<file path="src/rtl/wb_master_pkg.sv">
// wb_master_pkg: shared state type and sizing helper for the wb_master Wishbone initiator.
package wb_master_pkg;

  typedef enum logic [1:0] {
    IDLE  = 2'd0,
    BUSY  = 2'd1,
    ABORT = 2'd2
  } state_t;

  // Width of a counter that must hold 0..max_outstanding inclusive.
  function automatic int f_cnt_width(input int max_outstanding);
    return $clog2(max_outstanding + 1);
  endfunction

endpackage

</file>
<file path="src/rtl/wb_master_timeout.sv">
// wb_master_timeout: ack watchdog for wb_master; fires once after G_TIMEOUT cycles without bus progress.
module wb_master_timeout #(
  parameter int G_TIMEOUT = 64
) (
  input  logic clk,
  input  logic rst_n,
  input  logic run,
  input  logic reload,
  output logic expired
);

  localparam int TW = $clog2(G_TIMEOUT + 1);

  logic [TW-1:0] count;

  assign expired = run && !reload && (count == TW'(G_TIMEOUT - 1));

  always_ff @(posedge clk or negedge rst_n) begin
    if (!rst_n) begin
      count <= '0;
    end else if (!run || reload || expired) begin
      count <= '0;
    end else begin
      count <= count + TW'(1);
    end
  end

endmodule

</file>
<file path="src/rtl/wb_master.sv">
// wb_master: pipelined Wishbone B4 initiator turning a valid/ready command stream into bus requests.
// Optional ack watchdog (and the ABORT path / err_o pulse) is built when WB_MASTER_TIMEOUT_EN is defined.
module wb_master
  import wb_master_pkg::*;
#(
  parameter int G_ADDR_SIZE       = 8,
  parameter int G_DATA_SIZE       = 16,
  parameter int G_MAX_OUTSTANDING = 4,
  parameter int G_TIMEOUT         = 64
) (
  input  logic                   clk_i,
  input  logic                   rst_ni,
  input  logic                   s_valid_i,
  output logic                   s_ready_o,
  input  logic                   s_we_i,
  input  logic [G_ADDR_SIZE-1:0] s_addr_i,
  input  logic [G_DATA_SIZE-1:0] s_data_i,
  output logic                   m_valid_o,
  output logic                   m_we_o,
  output logic [G_DATA_SIZE-1:0] m_data_o,
  output logic                   err_o,
  output logic                   wb_cyc_o,
  output logic                   wb_stb_o,
  input  logic                   wb_stall_i,
  output logic                   wb_we_o,
  output logic [G_ADDR_SIZE-1:0] wb_addr_o,
  output logic [G_DATA_SIZE-1:0] wb_data_o,
  input  logic                   wb_ack_i,
  input  logic [G_DATA_SIZE-1:0] wb_data_i
);

  localparam int CW = f_cnt_width(G_MAX_OUTSTANDING);

  state_t                       state;
  logic [CW-1:0]                cnt;
  logic                         stb;
  logic                         issue_we;
  logic [G_ADDR_SIZE-1:0]       issue_addr;
  logic [G_DATA_SIZE-1:0]       issue_data;
  logic                         resp_valid;
  logic                         resp_we;
  logic [G_DATA_SIZE-1:0]       resp_data;
  logic [G_MAX_OUTSTANDING-1:0] dir_q;
  logic [G_MAX_OUTSTANDING-1:0] dir_next;
  logic [CW-1:0]                push_idx;
  logic                         accept;
  logic                         transfer;
  logic                         ack_ok;
  logic                         timeout;

  assign wb_cyc_o  = (state == BUSY);
  assign wb_stb_o  = stb;
  assign wb_we_o   = issue_we;
  assign wb_addr_o = issue_addr;
  assign wb_data_o = issue_data;
  assign m_valid_o = resp_valid;
  assign m_we_o    = resp_we;
  assign m_data_o  = resp_data;

  // Held low in reset so every output reads 0; also refused in the cycle the watchdog fires.
  assign s_ready_o = rst_ni && (!stb || !wb_stall_i)
                   && ((int'(cnt) + int'(stb)) < G_MAX_OUTSTANDING)
                   && (state != ABORT) && !timeout;

  assign accept   = s_valid_i && s_ready_o;
  assign transfer = stb && !wb_stall_i;
  assign ack_ok   = wb_ack_i && wb_cyc_o && (cnt != '0);

`ifdef WB_MASTER_TIMEOUT_EN
  logic err_q;
  logic wd_run;
  logic wd_reload;

  assign wd_run    = (cnt != '0) || stb;
  assign wd_reload = transfer || ack_ok;

  wb_master_timeout #(
    .G_TIMEOUT (G_TIMEOUT)
  ) u_timeout (
    .clk     (clk_i),
    .rst_n   (rst_ni),
    .run     (wd_run),
    .reload  (wd_reload),
    .expired (timeout)
  );

  always_ff @(posedge clk_i or negedge rst_ni) begin
    if (!rst_ni) err_q <= 1'b0;
    else         err_q <= timeout;
  end

  assign err_o = err_q;
`else
  assign timeout = 1'b0;
  assign err_o   = 1'b0;
`endif

  // Direction FIFO: bit 0 is the oldest in-flight request; fill level equals cnt.
  always_comb begin
    // NOTE: every always_comb target gets a default first so no path can infer a latch.
    dir_next = dir_q;
    push_idx = ack_ok ? (cnt - CW'(1)) : cnt;
    if (ack_ok) begin
      dir_next = dir_q >> 1;
    end
    if (transfer) begin
      for (int i = 0; i < G_MAX_OUTSTANDING; i++) begin
        if (CW'(i) == push_idx) dir_next[i] = issue_we;
      end
    end
  end

  always_ff @(posedge clk_i or negedge rst_ni) begin
    if (!rst_ni) begin
      // NOTE: sequential state uses non-blocking assignments so all registers update together.
      state      <= IDLE;
      stb        <= 1'b0;
      issue_we   <= 1'b0;
      issue_addr <= '0;
      issue_data <= '0;
      cnt        <= '0;
      dir_q      <= '0;
      resp_valid <= 1'b0;
      resp_we    <= 1'b0;
      resp_data  <= '0;
    end else if (timeout) begin
      state      <= ABORT;
      stb        <= 1'b0;
      cnt        <= '0;
      dir_q      <= '0;
      resp_valid <= 1'b0;
      resp_we    <= 1'b0;
      resp_data  <= '0;
    end else begin
      case (state)
        IDLE:    if (accept) state <= BUSY;
        BUSY:    if ((cnt == '0) && !stb && !accept) state <= IDLE;
        ABORT:   state <= IDLE;
        default: state <= IDLE;
      endcase

      if (accept) begin
        stb        <= 1'b1;
        issue_we   <= s_we_i;
        issue_addr <= s_addr_i;
        issue_data <= s_data_i;
      end else if (transfer) begin
        stb <= 1'b0;
      end

      case ({transfer, ack_ok})
        2'b10:   cnt <= cnt + CW'(1);
        2'b01:   cnt <= cnt - CW'(1);
        default: cnt <= cnt;
      endcase

      dir_q      <= dir_next;
      resp_valid <= ack_ok;
      resp_we    <= ack_ok && dir_q[0];
      resp_data  <= (ack_ok && !dir_q[0]) ? wb_data_i : '0;
    end
  end

endmodule

</file>
<file path="config.mk">
export PLATFORM = sky130hd
export DESIGN_NAME = wb_master
export DESIGN_NICKNAME = d
export VERILOG_FILES = /design/src/rtl/wb_master_pkg.sv /design/src/rtl/wb_master_timeout.sv /design/src/rtl/wb_master.sv
export SDC_FILE = /design/constraint.sdc
export NUM_CORES = 1
export LEC_CHECK = 0
export CAP_MARGIN = 40
export CORE_MARGIN = 10
export CORE_UTILIZATION = 42
export CTS_CLUSTER_SIZE = 24
export DETAILED_ROUTE_END_ITERATION = 10
export GPL_ROUTABILITY_DRIVEN = 0
export PLACE_DENSITY_LB_ADDON = 0.05
export SKIP_CTS_REPAIR_TIMING = 1
export SLEW_MARGIN = 20
export SYNTH_ARGS = -nofsm -noshare
export SYNTH_HDL_FRONTEND = slang
export SYNTH_SLANG_ARGS = --single-unit
</file>
<file path="constraint.sdc">
create_clock -name clk_i -period 2.9 [get_ports clk_i]
set_clock_uncertainty 0.05 [all_clocks]
set_input_delay 0.58 -clock clk_i [delete_from_list [all_inputs] [get_ports clk_i]]
set_output_delay 0.58 -clock clk_i [all_outputs]
set_load 0.03 [all_outputs]
</file>
==> results.py <==
metrics = {
    "global_routing": {
        "grt_max_degree": 53,
        "grtUsageTotal": 0.124,
        "overflow": 0,
        "antenna_found_initial": 0,
        "grt_pass1_vias": 1616,
        "grt_first_pass_wirelength_um": 8220,
    },
    "sta": {
        "tightest_slew_ns": 0.658,
        "post-route-period-util": 0.921,
        "slew_violations": 0,
        "max_freq_mhz": 374,
        "holdWs_ns": 0.352,
        "slew_headroom": 0.560,
        "setup_ws_ns": 0.228,
        "rsz0062_at_grt": "false",
        "hold_viol": 0,
        "tns_ns": 0,
        "setup_violations": 0,
        "timing.final.crit_period_ns": 2.67,
    },
    "route": {
        "drc_errors": 0,
        "drt-total-wl_um": 5160,
        "drtIter0Drc": 46,
        "antenna_left": 0,
        "wl_per_cell_um": 15.9,
        "num_vias": 1506,
        "via_per_inst": 4.65,
        "firstDrtPassIters": 5,
    },
    "power": {
        "p_per_area_mw_per_mm2": 1040,
        "peakVddDrop_v": 0.000522,
        "power.total_mw": 3.32,
        "leakagePower_nw": 1.39,
    },
    "synthesis": {
        "synth_area_mm2": 0.00212,
        "synth_nets": 210,
        "synth_compound_gate_area_share": 0.0473,
        "synthXorXnorAreaFrac": 0.0165,
        "yosysUniqueCellTypes": 36,
        "ys_seq_elements": 52,
        "netlist_instances": 160,
        "synth-edff-count": 0,
        "synth_flop_cell": "dfrtp_1",
        "seq_area_frac_synth": 0.614,
        "synth.area.mux_share": 0.143,
        "yosys.area_share.simple": 0.131,
        "syn_area_per_cell_um2": 13.2,
        "synth_fa_ha_area_frac": 0.0236,
        "synth_top_family_by_area": "multiplexers",
        "synth_warnings": 0,
        "synthArstFlopShare": 1.00,
    },
    "cells_and_area": {
        "drive_gt1_frac": 0.163,
        "nNetsFinal": 306,
        "final_cell_mix": "clkdlybuf4s50_1, dfrtp_1, mux2_2",
        "area_growth_pct": 50.7,
        "fillers": 399,
        "seqCellArea_mm2": 0.00130,
        "multiInputGateArea_um2": 769,
        "antennaDiodeCount": 0,
        "layout_commonest_cell": "clkdlybuf4s50_1",
    },
    "clock_tree": {
        "numCtsBuffers": 5,
        "cts.htree.levels": 2,
        "cts_tree": "done",
        "clkTransAtPathRegs_ns": 0.09,
        "insertion_delay_ns": 0.30,
        "cts.sinks": 52,
        "cts-root-buf": "clkbuf_8",
        "cts.path.max_buffers": 2,
    },
    "setup_path": {
        "endpoint_kind": "primary output",
        "cp-startpoint": "wb_stall_i",
        "r2r_end": "dir_q[0]",
        "r2r_cells": 7,
        "start_kind": "input pin",
        "worstSetupPathType": "input pin to primary output",
        "crit_path_end": "s_ready_o",
        "reg2reg_from": "cnt[1]",
        "path_max_fanout": 3,
        "cp_data_required_time_ns": 2.27,
        "worstPathArrival_ns": 2.04,
        "rrSetupSlack_ns": 0.67,
    },
    "floorplan": {
        "num_rows": 25,
        "num_io_pins": 93,
        "initial_core_util": 0.440,
        "die_area_mm2": 0.00828,
        "core_mm2": 0.00482,
        "die_w_um": 91.0,
        "die_y_um": 91.0,
    },
    "run": {
        "cap_violations": 0,
    },
    "run_status": {
        "status": "finished clean",
    },
    "placement": {
        "portBuffers": 91,
        "dp_hpwl_um": 4000,
        "place_ws_ns": 0.222,
    },
    "worst_hold_path": {
        "holdCritPathClass": "input pin to asynchronous set/reset pin",
    },
}
[state kept, by name, indices dropped and copies added (netlist names)]
signal,cells
cnt,3
m_we_o,1
state,1
wb_addr_o,8
m_data_o,16
wb_data_o,16
wb_we_o,1
dir_q,4
m_valid_o,1
wb_stb_o,1
[how the worst min path moves through the flow]
| stage | startpoint | endpoint | slack, ns | depth (start not counted) |
|---|---|---|---|---|
| 2_1_floorplan | rst_ni | cnt[0] | 0.23 | 0 |
| 3_3_place_gp | wb_data_o[1] | wb_data_o[1] | 0.44 | 1 |
| 3_5_place_dp | wb_addr_o[5] | wb_addr_o[5] | 0.44 | 1 |
| 4_1_cts | rst_ni | state[0] | 0.38 | 2 |
| 5_1_grt | rst_ni | state[0] | 0.39 | 2 |
| 6_report | rst_ni | state[0] | 0.35 | 2 |
[routing by layer]
metal	track usage	part of all wire	up-vias
met4	0.0470	0.013	0
li1	-	-	731
met3	0.0831	0.13	8
met5	0	0	-
met1	0.128	0.37	708
met2	0.197	0.48	59
[synthesized netlist by cell type (2+ instances only)]
master | n | area (um2)
nand2b_1 | 2 | 12.5
or3_1 | 2 | 12.5
nor3_1 | 3 | 15.0
o21ai_0 | 2 | 10.0
xnor2_1 | 3 | 26.3
buf_2 | 2 | 10.0
and2b_1 | 2 | 15.0
a32oi_1 | 2 | 17.5
a21oi_1 | 3 | 15.0
dfrtp_1 | 52 | 1300
ha_1 | 4 | 50.1
nand2_1 | 14 | 52.6
inv_1 | 3 | 11.3
mux2_2 | 26 | 293
nand3_1 | 2 | 10.0
nor2_1 | 2 | 7.51
and2_1 | 17 | 106
[kinds of logic (layout without fill, tap and decap cells)]
family / count (synthesis) / after routing
adder cells (fa/ha/maj): 4 / 4
XOR/XNOR: 4 / 4
other: 1 / 1
AND/OR/NAND/NOR: 49 / 49
AO/OA/AOI/OAI: 14 / 14
buffers and inverters: 9 / 106
multiplexers: 27 / 27
flip-flops: 52 / 52
[power by group]
group	internal, mW	switching, mW
registers	1.01	0.169
clock network	0.194	0.226
logic	0.790	0.932
[layout make-up]
| cell class | count | share of cell area |
|---|---|---|
| Tap cell | 67 | 0.0263 |
| Sequential cell | 52 | 0.408 |
| Multi-Input combinational cell | 99 | 0.241 |
| Timing Repair Buffer | 94 | 0.291 |
| Clock inverter | 1 | 0.00235 |
| Inverter | 4 | 0.00470 |
| Clock buffer | 7 | 0.0270 |
[worst max-delay path, stage by stage]
cell	delay, ns
clkdlybuf4s50_1	0.44
a21o_1	0.17
a21oi_2	0.16
clkdlybuf4s50_1	0.69
[stage by stage]
step,instances,utilization,area [um2]
6_report,324,0.663,3190
5_1_grt,324,0.663,3190
4_1_cts,323,0.661,3180
3_5_place_dp,315,0.642,3090
3_3_place_gp,315,0.642,3090
2_1_floorplan,160,-,2120
(Power assumes the default switching activity.)
